### config.mk
export PLATFORM = sky130hd
export DESIGN_NAME = buffer_pingpong_ctrl_flat
export DESIGN_NICKNAME = d
export VERILOG_FILES = /design/src/rtl/buffer_pingpong_pkg.sv /design/src/rtl/buffer_pingpong_ctrl_if.sv /design/src/rtl/buffer_pingpong_ctrl.sv /design/src/flat_wrapper.sv
export SDC_FILE = /design/constraint.sdc
export NUM_CORES = 1
export LEC_CHECK = 0
export BUFFER_PORTS_ARGS = -buffer_cell sky130_fd_sc_hd__clkbuf_2
export CORE_ASPECT_RATIO = 2
export CORE_MARGIN = 2
export CORE_UTILIZATION = 52
export DETAILED_ROUTE_END_ITERATION = 16
export GPL_TIMING_DRIVEN = 1
export PLACE_DENSITY_LB_ADDON = 0.12
export SETUP_SLACK_MARGIN = 0.05
export SLEW_MARGIN = 20
export SYNTH_ARGS = -nofsm -noshare
export SYNTH_HDL_FRONTEND = slang
export SYNTH_SLANG_ARGS = --single-unit
export TNS_END_PERCENT = 50
### constraint.sdc
create_clock -name iclk -period 3.4 [get_ports iclk]
set_clock_uncertainty 0.15 [all_clocks]
set_input_delay 0.17 -clock iclk [delete_from_list [all_inputs] [get_ports iclk]]
set_output_delay 0.17 -clock iclk [all_outputs]
set_load 0.005 [all_outputs]
### src/rtl/buffer_pingpong_pkg.sv
// Shared types for the ping-pong buffer sequencer: FSM state encodings and bank sizing helper.
package buffer_pingpong_pkg;

  typedef enum logic {W_IDLE, W_FILL} wr_state_e;

  typedef enum logic [1:0] {R_IDLE, R_READ, R_DRAIN} rd_state_e;

  // Bank index width: the address MSB selects the bank, the rest index within it.
  function automatic int unsigned bank_w(input int unsigned addr_w);
    return addr_w - 1;
  endfunction

endpackage

### src/rtl/buffer_pingpong_ctrl_if.sv
// Stream, control and RAM-port bundle for buffer_pingpong_ctrl.
// BUFFER_PINGPONG_CTRL_OVF_CNT_EN adds the oovf_cnt drop counter.
interface buffer_pingpong_ctrl_if #(
  parameter int unsigned DATA_W = 32,
  parameter int unsigned ADDR_W = 18
);
  logic [ADDR_W-2:0] iframe_len;
  logic              ivalid;
  logic [DATA_W-1:0] idata;
  logic              iready;
  logic              ovalid;
  logic [DATA_W-1:0] odata;
  logic              olast;
  logic              oovf;
  logic              iovf_clr;
  logic              oram_en_wr;
  logic [ADDR_W-1:0] oram_wr_addr;
  logic [DATA_W-1:0] oram_wdata;
  logic              oram_en_rd;
  logic [ADDR_W-1:0] oram_r_addr;
  logic [DATA_W-1:0] iram_rdata;
`ifdef BUFFER_PINGPONG_CTRL_OVF_CNT_EN
  logic [15:0]       oovf_cnt;

  modport master (
    input  iframe_len, ivalid, idata, iready, iovf_clr, iram_rdata,
    output ovalid, odata, olast, oovf, oram_en_wr, oram_wr_addr, oram_wdata,
    output oram_en_rd, oram_r_addr, oovf_cnt
  );
  modport slave (
    output iframe_len, ivalid, idata, iready, iovf_clr, iram_rdata,
    input  ovalid, odata, olast, oovf, oram_en_wr, oram_wr_addr, oram_wdata,
    input  oram_en_rd, oram_r_addr, oovf_cnt
  );
`else
  modport master (
    input  iframe_len, ivalid, idata, iready, iovf_clr, iram_rdata,
    output ovalid, odata, olast, oovf, oram_en_wr, oram_wr_addr, oram_wdata,
    output oram_en_rd, oram_r_addr
  );
  modport slave (
    output iframe_len, ivalid, idata, iready, iovf_clr, iram_rdata,
    input  ovalid, odata, olast, oovf, oram_en_wr, oram_wr_addr, oram_wdata,
    input  oram_en_rd, oram_r_addr
  );
`endif
endinterface

### src/rtl/buffer_pingpong_ctrl.sv
// Ping-pong sequencer: fills one RAM bank from the input stream while streaming the other out.
// BUFFER_PINGPONG_CTRL_OVF_CNT_EN adds a saturating dropped-sample counter on oovf_cnt.
module buffer_pingpong_ctrl
  import buffer_pingpong_pkg::*;
#(
  parameter int unsigned DATA_W = 32,
  parameter int unsigned ADDR_W = 18
) (
  input logic                  iclk,
  input logic                  irst_n,
  buffer_pingpong_ctrl_if.master bus
);

  localparam int unsigned BANK_W = bank_w(ADDR_W);

  wr_state_e         w_state_q;
  logic [BANK_W-1:0] w_len_q, wcnt_q;
  logic              wr_bank_q;
  logic [1:0]        bank_full_q;
  logic [BANK_W-1:0] bank_len_q [2];

  rd_state_e         r_state_q;
  logic [BANK_W-1:0] r_len_q, rcnt_q;
  logic              rd_bank_q;
  logic              ovalid_q, olast_q, oovf_q;

  logic              w_blocked, w_accept, w_drop, w_done;
  logic [BANK_W-1:0] w_idx, w_cur_len;
  logic              r_start, r_issue, r_free, r_last;
  logic [BANK_W-1:0] r_cur_len;

  // Write side: a fill may only start on a free bank; once started it never stalls.
  always_comb begin
    w_blocked = (w_state_q == W_IDLE) && bank_full_q[wr_bank_q];
    w_accept  = irst_n && bus.ivalid && !w_blocked;
    w_drop    = irst_n && bus.ivalid && w_blocked;
    w_idx     = (w_state_q == W_IDLE) ? '0 : wcnt_q;
    w_cur_len = (w_state_q == W_IDLE) ? bus.iframe_len : w_len_q;
    w_done    = w_accept && (w_idx == w_cur_len);
  end

  always_comb begin
    r_start   = (r_state_q == R_IDLE) && bank_full_q[rd_bank_q];
    r_issue   = irst_n && (r_start || ((r_state_q == R_READ) && (!ovalid_q || bus.iready)));
    r_free    = (r_state_q == R_DRAIN) && ovalid_q && bus.iready;
    r_cur_len = (r_state_q == R_IDLE) ? bank_len_q[rd_bank_q] : r_len_q;
    r_last    = (rcnt_q == r_cur_len);
  end

  assign bus.oram_en_wr   = w_accept;
  assign bus.oram_wr_addr = {wr_bank_q, w_idx};
  assign bus.oram_wdata   = DATA_W'(bus.idata);
  assign bus.oram_en_rd   = r_issue;
  assign bus.oram_r_addr  = {rd_bank_q, rcnt_q};
  assign bus.odata        = DATA_W'(bus.iram_rdata);
  assign bus.ovalid       = ovalid_q;
  assign bus.olast        = olast_q;
  assign bus.oovf         = oovf_q;

  always_ff @(posedge iclk) begin
    if (!irst_n) begin
      w_state_q     <= W_IDLE;
      w_len_q       <= '0;
      wcnt_q        <= '0;
      wr_bank_q     <= 1'b0;
      bank_len_q[0] <= '0;
      bank_len_q[1] <= '0;
    end else if (w_accept) begin
      if (w_state_q == W_IDLE) w_len_q <= bus.iframe_len;
      if (w_done) begin
        w_state_q             <= W_IDLE;
        wcnt_q                <= '0;
        wr_bank_q             <= ~wr_bank_q;
        bank_len_q[wr_bank_q] <= w_cur_len;
      end else begin
        w_state_q <= W_FILL;
        wcnt_q    <= w_idx + 1'b1;
      end
    end
  end

  // Set and clear never target the same bank: the writer only completes a bank that was free.
  always_ff @(posedge iclk) begin
    if (!irst_n) begin
      bank_full_q <= '0;
    end else begin
      if (w_done) bank_full_q[wr_bank_q] <= 1'b1;
      if (r_free) bank_full_q[rd_bank_q] <= 1'b0;
    end
  end

  // The first read is issued straight from R_IDLE to keep the fill-to-output latency at two clocks.
  always_ff @(posedge iclk) begin
    if (!irst_n) begin
      r_state_q <= R_IDLE;
      r_len_q   <= '0;
      rcnt_q    <= '0;
      rd_bank_q <= 1'b0;
      ovalid_q  <= 1'b0;
      olast_q   <= 1'b0;
    end else if (r_issue) begin
      if (r_state_q == R_IDLE) r_len_q <= r_cur_len;
      ovalid_q <= 1'b1;
      olast_q  <= r_last;
      if (r_last) begin
        rcnt_q    <= '0;
        r_state_q <= R_DRAIN;
      end else begin
        rcnt_q    <= rcnt_q + 1'b1;
        r_state_q <= R_READ;
      end
    end else if (r_free) begin
      ovalid_q  <= 1'b0;
      olast_q   <= 1'b0;
      rd_bank_q <= ~rd_bank_q;
      r_state_q <= R_IDLE;
    end
  end

  always_ff @(posedge iclk) begin
    if (!irst_n)           oovf_q <= 1'b0;
    else if (w_drop)       oovf_q <= 1'b1;
    else if (bus.iovf_clr) oovf_q <= 1'b0;
  end

`ifdef BUFFER_PINGPONG_CTRL_OVF_CNT_EN
  logic [15:0] ovf_cnt_q;

  always_ff @(posedge iclk) begin
    if (!irst_n) begin
      ovf_cnt_q <= '0;
    end else if (w_drop) begin
      if (bus.iovf_clr)               ovf_cnt_q <= 16'd1;
      else if (ovf_cnt_q != 16'hFFFF) ovf_cnt_q <= ovf_cnt_q + 16'd1;
    end else if (bus.iovf_clr) begin
      ovf_cnt_q <= '0;
    end
  end

  assign bus.oovf_cnt = ovf_cnt_q;
`endif

endmodule

### src/flat_wrapper.sv
// flat-port wrapper written by rule: the top's interface ports become plain ports
module buffer_pingpong_ctrl_flat import buffer_pingpong_pkg::*;
#(
  parameter int unsigned DATA_W = 32,
  parameter int unsigned ADDR_W = 18
)
  (iclk, irst_n, bus_iframe_len, bus_ivalid, bus_idata, bus_iready, bus_iovf_clr, bus_iram_rdata, bus_ovalid, bus_odata, bus_olast, bus_oovf, bus_oram_en_wr, bus_oram_wr_addr, bus_oram_wdata, bus_oram_en_rd, bus_oram_r_addr);
  buffer_pingpong_ctrl_if #(.DATA_W(DATA_W), .ADDR_W(ADDR_W)) bus_i ();
  input logic iclk;
  input logic irst_n;
  input wire logic [$bits(bus_i.iframe_len)-1:0] bus_iframe_len;
  input wire logic [$bits(bus_i.ivalid)-1:0] bus_ivalid;
  input wire logic [$bits(bus_i.idata)-1:0] bus_idata;
  input wire logic [$bits(bus_i.iready)-1:0] bus_iready;
  input wire logic [$bits(bus_i.iovf_clr)-1:0] bus_iovf_clr;
  input wire logic [$bits(bus_i.iram_rdata)-1:0] bus_iram_rdata;
  output wire logic [$bits(bus_i.ovalid)-1:0] bus_ovalid;
  output wire logic [$bits(bus_i.odata)-1:0] bus_odata;
  output wire logic [$bits(bus_i.olast)-1:0] bus_olast;
  output wire logic [$bits(bus_i.oovf)-1:0] bus_oovf;
  output wire logic [$bits(bus_i.oram_en_wr)-1:0] bus_oram_en_wr;
  output wire logic [$bits(bus_i.oram_wr_addr)-1:0] bus_oram_wr_addr;
  output wire logic [$bits(bus_i.oram_wdata)-1:0] bus_oram_wdata;
  output wire logic [$bits(bus_i.oram_en_rd)-1:0] bus_oram_en_rd;
  output wire logic [$bits(bus_i.oram_r_addr)-1:0] bus_oram_r_addr;
  assign bus_i.iframe_len = bus_iframe_len;
  assign bus_i.ivalid = bus_ivalid;
  assign bus_i.idata = bus_idata;
  assign bus_i.iready = bus_iready;
  assign bus_i.iovf_clr = bus_iovf_clr;
  assign bus_i.iram_rdata = bus_iram_rdata;
  assign bus_ovalid = bus_i.ovalid;
  assign bus_odata = bus_i.odata;
  assign bus_olast = bus_i.olast;
  assign bus_oovf = bus_i.oovf;
  assign bus_oram_en_wr = bus_i.oram_en_wr;
  assign bus_oram_wr_addr = bus_i.oram_wr_addr;
  assign bus_oram_wdata = bus_i.oram_wdata;
  assign bus_oram_en_rd = bus_i.oram_en_rd;
  assign bus_oram_r_addr = bus_i.oram_r_addr;
  buffer_pingpong_ctrl #(.DATA_W(DATA_W), .ADDR_W(ADDR_W)) u_core (.iclk(iclk), .irst_n(irst_n), .bus(bus_i));
endmodule
## Word-level counts from Yosys, hierarchy flattened

Memories as Yosys holds them, arrays and structs flattened. A register that Yosys moved wholly into a read port is not among the register bits.
Index checks and enable logic that the tools add are counted.

- Logic and storage cells: 88
- RAM bits: 34
- Memories kept: 1
- Register bits: 78

Memories:

| memory | depth | bits a word | rd ports | clocked after memory_dff | wr ports | line | source |
|---|---|---|---|---|---|---|---|
| u_core.bank_len_q | 2 | 17 | 1 | 1 | 2 | buffer_pingpong_ctrl.sv:20 | `logic [BANK_W-1:0] bank_len_q [2];` |

- Magnitude comparators: 4
- Bitwise gates (word level): 7
- Mux-type cells: 35
- $add $sub $neg: 2
- Equal/unequal tests: 4
- Reduce and logical (&&, ||, !) cells: 23

Operators by type and width:

| operator | count |
|---|---|
| 17-bit 2-to-1 mux | 6 |
| 17-bit by 1-bit adder with 17-bit output (second input constant) | 2 |
| 17-bit == test | 2 |
| 1-bit 2-to-1 mux | 21 |
| 17-bit OR reduction | 1 |
| 1-bit logical AND | 12 |
| 2-bit 2-to-1 mux | 6 |
| 2-bit AND reduction | 3 |
| 1-bit by 2-bit less-than comparator with 1-bit output (second input constant) | 2 |
| 1-bit NOT | 4 |
| 2-bit nonzero test | 2 |
| 2-bit AND | 1 |
| 1-bit demux with 1-bit select | 2 |
| 2-bit by 1-bit == test with 1-bit output (second input constant) | 1 |
| 2-bit == test (second input constant) | 1 |
| 1-bit >= comparator (second input constant) | 2 |
| 1-bit logical NOT | 2 |
| 2-bit logical NOT | 1 |
| 1-bit logical OR | 2 |
| 2-bit NOT | 1 |
| 2-bit bitwise OR | 1 |

## Depth between registers and ports, before layout

- Depth after elaboration: 12
- Mapped depth: 13
- Depth with buffers taken out: 10

## Worst setup path before layout

No wires, ideal clock.

- Kind: register -> register
- Start: reg u_core.w_state_q
- End: reg u_core.wcnt_q[16]
- Slack: 265 ps
- Cell stages (with the launch flop): 14
- Buffers on the path: 4
- Arrival: 2862 ps
- Required time: 3127 ps
- Cells stage by stage: dfxtp_1 buf_2 clkbuf_1 buf_2 buf_1 and2_1 ha_1 nand3_1 nor4_1 and3_1 and3_1 nand3_1 xnor2_1 o22ai_1

- Elaborated cells on any way between the ends: 10
- Those cells by class: add/sub: 1; eq/ne: 1; mux: 3; bitwise: 1; reduce/logical: 4

RTL lines:

| what | line | source |
|---|---|---|
| from (decl) | buffer_pingpong_ctrl.sv:16 | `wr_state_e w_state_q;` |
| from (signal assigned) | buffer_pingpong_ctrl.sv:62 | `w_state_q <= W_IDLE;` |
| from (signal assigned) | buffer_pingpong_ctrl.sv:71 | `w_state_q <= W_IDLE;` |
| from (signal assigned) | buffer_pingpong_ctrl.sv:76 | `w_state_q <= W_FILL;` |
| 17-bit 2-to-1 mux (*) | buffer_pingpong_ctrl.sv:37 | `w_idx = (w_state_q == W_IDLE) ? '0 : wcnt_q;` |
| via bus_oram_wr_addr[1] | flat_wrapper.sv:22 | `output wire logic [$bits(bus_i.oram_wr_addr)-1:0] bus_oram_wr_addr;` |
| branches (longest 2 deep; another with 17-bit by 1-bit adder with 17-bit output) | - |  |
| 17-bit 2-to-1 mux (*) | buffer_pingpong_ctrl.sv:70 | `if (w_done) begin` |
| to (signal assigned) | buffer_pingpong_ctrl.sv:77 | `wcnt_q <= w_idx + 1'b1;` |
| to (decl) | buffer_pingpong_ctrl.sv:17 | `logic [BANK_W-1:0] w_len_q, wcnt_q;` |

Mark *: on every way through the listed nets, which the timed path passes.
A chain may end at the register's enable or synchronous reset.

==> flow_summary.toml <==
[final_layout]
final_util = 0.5676
nets = 731
drive_gt1_frac = 0.1574
multi_input_area_mm2 = 0.002646
fin_area_mm2 = 0.006406
seqCellArea_mm2 = 0.002584
mostFrequentLayoutCells = "dfxtp_1, clkbuf_2, nor2_1, xnor2_1, nand3_1"
syn2layout_area_growth_pct = 6.889
num-fill-cells = 1052
layout.cells.most_common = "dfxtp_1"
antennaDiodeCount = 0

[status]
status = "finished, final reports clean"

[clock_network]
cts_buffers = 9
cts_tree = "yes"
clkSlewWorstSetupHoldPaths_ps = 80
cts_setup_buffers = 0
clock_path_buffers = 2
cts-root-buf = "clkbuf_16"
cts_htree_levels = 3
clkSinkCount = 112
ctsResizeCount = 0
insertion_delay_ps = 350

[floorplan]
start_util = 0.5310
dieArea_mm2 = 0.01245
coreArea_mm2 = 0.01129
die_w_um = 79.91
ioPinCount = 191
rows = 55
fp.dieH_um = 155.8

[worst_setup_path]
worst-path-buf-inv = 1
cp-start-kind = "flip-flop"
max_stage_delay_ps = 590
crit_path_top_delay_cell = "and2_1"
cp_max_fo = 18
cp-end-kind = "flip-flop"
required_ps = 3460
path_class = "flip-flop to flip-flop"
arrival_ps = 2900
path_cells = "buf_4, mux2i_1, xnor2_1, nor4_1, a31oi_1, a311oi_2, and2_1, a211oi_1"
cp_top_family = "simple AND/OR/NAND/NOR gates"

[grt]
antenna_found_initial = 0
grt_pass1_wl_um = 21960
overflow = 0
grtUsageTotal = 0.2312
grt_max_degree = 35
first_global_vias = 4313

[synth]
synth-seq-area-share = 0.4309
synth_cells = 638
synth_area_per_cell_um2 = 9.394
ys_ff_latch = 112
synth_cell_type_count = 51
synth_area_mm2 = 0.005993
yosysWarnings = 0
synthesis.nets = 726

[drt]
detail_route.iter0.violations = 134
wl_per_cell_um = 17.70
route.detailed.drc = 0
routed_via_density = 5.690
dr.pass1.iters = 4
drtAntennaViolNets = 0
vias = 4495
routed_wl_um = 13990

[sta]
final.setup.tns_ps = 0
slew_viol_final = 0
period_minus_slack_ps = 2839
finalHoldViolations = 0
setup_violations = 0
slew-limit-headroom = 0.5262
rsz0062_at_grt = "no"
fmax_mhz = 352.2
timing.final.crit_share = 0.8351
worst_pin_slew_ps = 709.9

[pwr]
p_sw_frac = 0.2529
vdd_drop_max_mv = 0.2930
p_clk_frac = 0.390
pwr_density_cell_mw_per_mm2 = 444.1
p_comb_frac = 0.097
switchingPower_uw = 719.6
sequentialPowerShare = 0.513
p_int_mw = 2.125
p_leak_nw = 2.382

[place]
dpl-instance-area_mm2 = 0.005899
dp_hpwl_um = 11000
io_buffers = 62
gp_congestion = 0.8572

[worst_hold_path]
hold_class = "input port to flip-flop"
hold_start = "irst_n"

[run]
cap_violations = 0
tightest hold or removal path, delay by kind of cell:
family / cells / cell delay (ps)
buf+inv: 1 / 210
compound gates: 2 / 160
power by group through the flow:
stage | Clock [mW] | Sequential, mW | Combinational, mW
final | 1.11 | 1.46 | 0.275
after CTS | 1.13 | 1.46 | 0.275
after global placement | 0 | 1.49 | 0.254
after floorplan | 0 | 1.48 | 0.242
after detailed placement | 0 | 1.49 | 0.258
after global routing | 1.19 | 1.47 | 0.300
final timing paths:
| path | end | slack [ps] | cells after the start |
|---|---|---|---|
| max | u_core.rcnt_q[13] | 560 | 8 |
| min | u_core.r_state_q[0] | 90 | 3 |
| max reg2reg | u_core.rcnt_q[13] | 560 | 8 |
| min reg2reg | u_core.bank_full_q[0] | 310 | 2 |
cells in the mapped netlist (all sizes together):
| master | n | area share |
|---|---|---|
| a2111o | 1 | 0.0019 |
| a211oi | 17 | 0.021 |
| a21o | 1 | 0.0013 |
| a21oi | 8 | 0.0067 |
| a22o | 28 | 0.041 |
| a22oi | 1 | 0.0013 |
| a311oi | 1 | 0.0025 |
| a31oi | 3 | 0.0031 |
| a32o | 2 | 0.0033 |
| and2 | 16 | 0.017 |
| and3 | 10 | 0.010 |
| buf | 79 | 0.10 |
| clkbuf | 21 | 0.013 |
| dfxtp | 78 | 0.26 |
| dlygate4sd1 | 1 | 0.0015 |
| edfxtp | 34 | 0.17 |
| ha | 2 | 0.0042 |
| inv | 21 | 0.013 |
| mux2 | 1 | 0.0019 |
| mux2i | 35 | 0.058 |
| nand2 | 30 | 0.019 |
| nand2b | 5 | 0.0052 |
| nand3 | 38 | 0.032 |
| nand3b | 1 | 0.0013 |
| nand4 | 7 | 0.0073 |
| nand4b | 1 | 0.0015 |
| nor2 | 56 | 0.035 |
| nor2b | 7 | 0.0073 |
| nor3 | 11 | 0.010 |
| nor4 | 11 | 0.013 |
| o2111ai | 3 | 0.0044 |
| o211ai | 1 | 0.0013 |
| o21a | 1 | 0.0013 |
| o21ai | 35 | 0.029 |
| o221a | 1 | 0.0019 |
| o221ai | 1 | 0.0015 |
| o22ai | 3 | 0.0031 |
| o31ai | 3 | 0.0038 |
| o32ai | 2 | 0.0029 |
| or2 | 4 | 0.0042 |
| or2b | 1 | 0.0013 |
| xnor2 | 47 | 0.069 |
| xor2 | 9 | 0.013 |
what timing repair did:
item,in CTS,in global routing
hold endpoints to repair,19,0
hold buffers,19,0
setup endpoints to repair,0,0
registers in the layout, indices dropped and copies added (netlist names), named ones only:
signal,cells
u_core.w_state_q,1
u_core.bank_len_q,34
u_core.bank_full_q,2
u_core.rd_bank_q,1
u_core.rcnt_q,17
u_core.r_state_q,1
u_core.w_len_q,17
u_core.bus.oovf,1
u_core.bus.ovalid,1
u_core.wcnt_q,17
u_core.bus.olast,1
u_core.r_len_q,17
u_core.wr_bank_q,1
through the flow:
step                power (mW)  hold WS, ps  setup WS [ps]  instances
finish                   2.845        90.51          560.6        790
floorplan                1.718        152.9          265.1        638
global placement         1.743        190.0          617.5        755
global route             2.954        125.1          350.0        790
detailed placement       1.749        190.0          588.5        755
CTS                      2.868        91.47          570.5        790
per-layer routing:
metal | track usage | share of wire | up-vias
li1 | - | - | 2189
met1 | 0.2106 | 0.33 | 2111
met2 | 0.4393 | 0.57 | 154
met3 | 0.05324 | 0.039 | 41
met4 | 0.1437 | 0.058 | 0
met5 | 0 | 0 | -
kinds of logic (layout without fill, tap and decap cells):
group / after synthesis / count (layout) / synth area share
AOI/OAI and AO/OA: 112 / 112 / 0.1315
xor gates and xnor gates: 56 / 56 / 0.08184
adders and majority gates: 2 / 2 / 0.004175
buffers and inverters: 122 / 132 / 0.1280
DFF: 112 / 112 / 0.4309
muxes: 36 / 36 / 0.06033
and+or+nand+nor: 198 / 198 / 0.1633
layout make-up:
cell class,count,share of cell area
Clock buffer,9,0.03516
Clock inverter,7,0.01387
Inverter,21,0.01230
Multi-Input combinational cell,404,0.4131
Sequential cell,112,0.4033
Tap cell,142,0.02773
Timing Repair Buffer,95,0.09453
(Power assumes the default switching activity.)
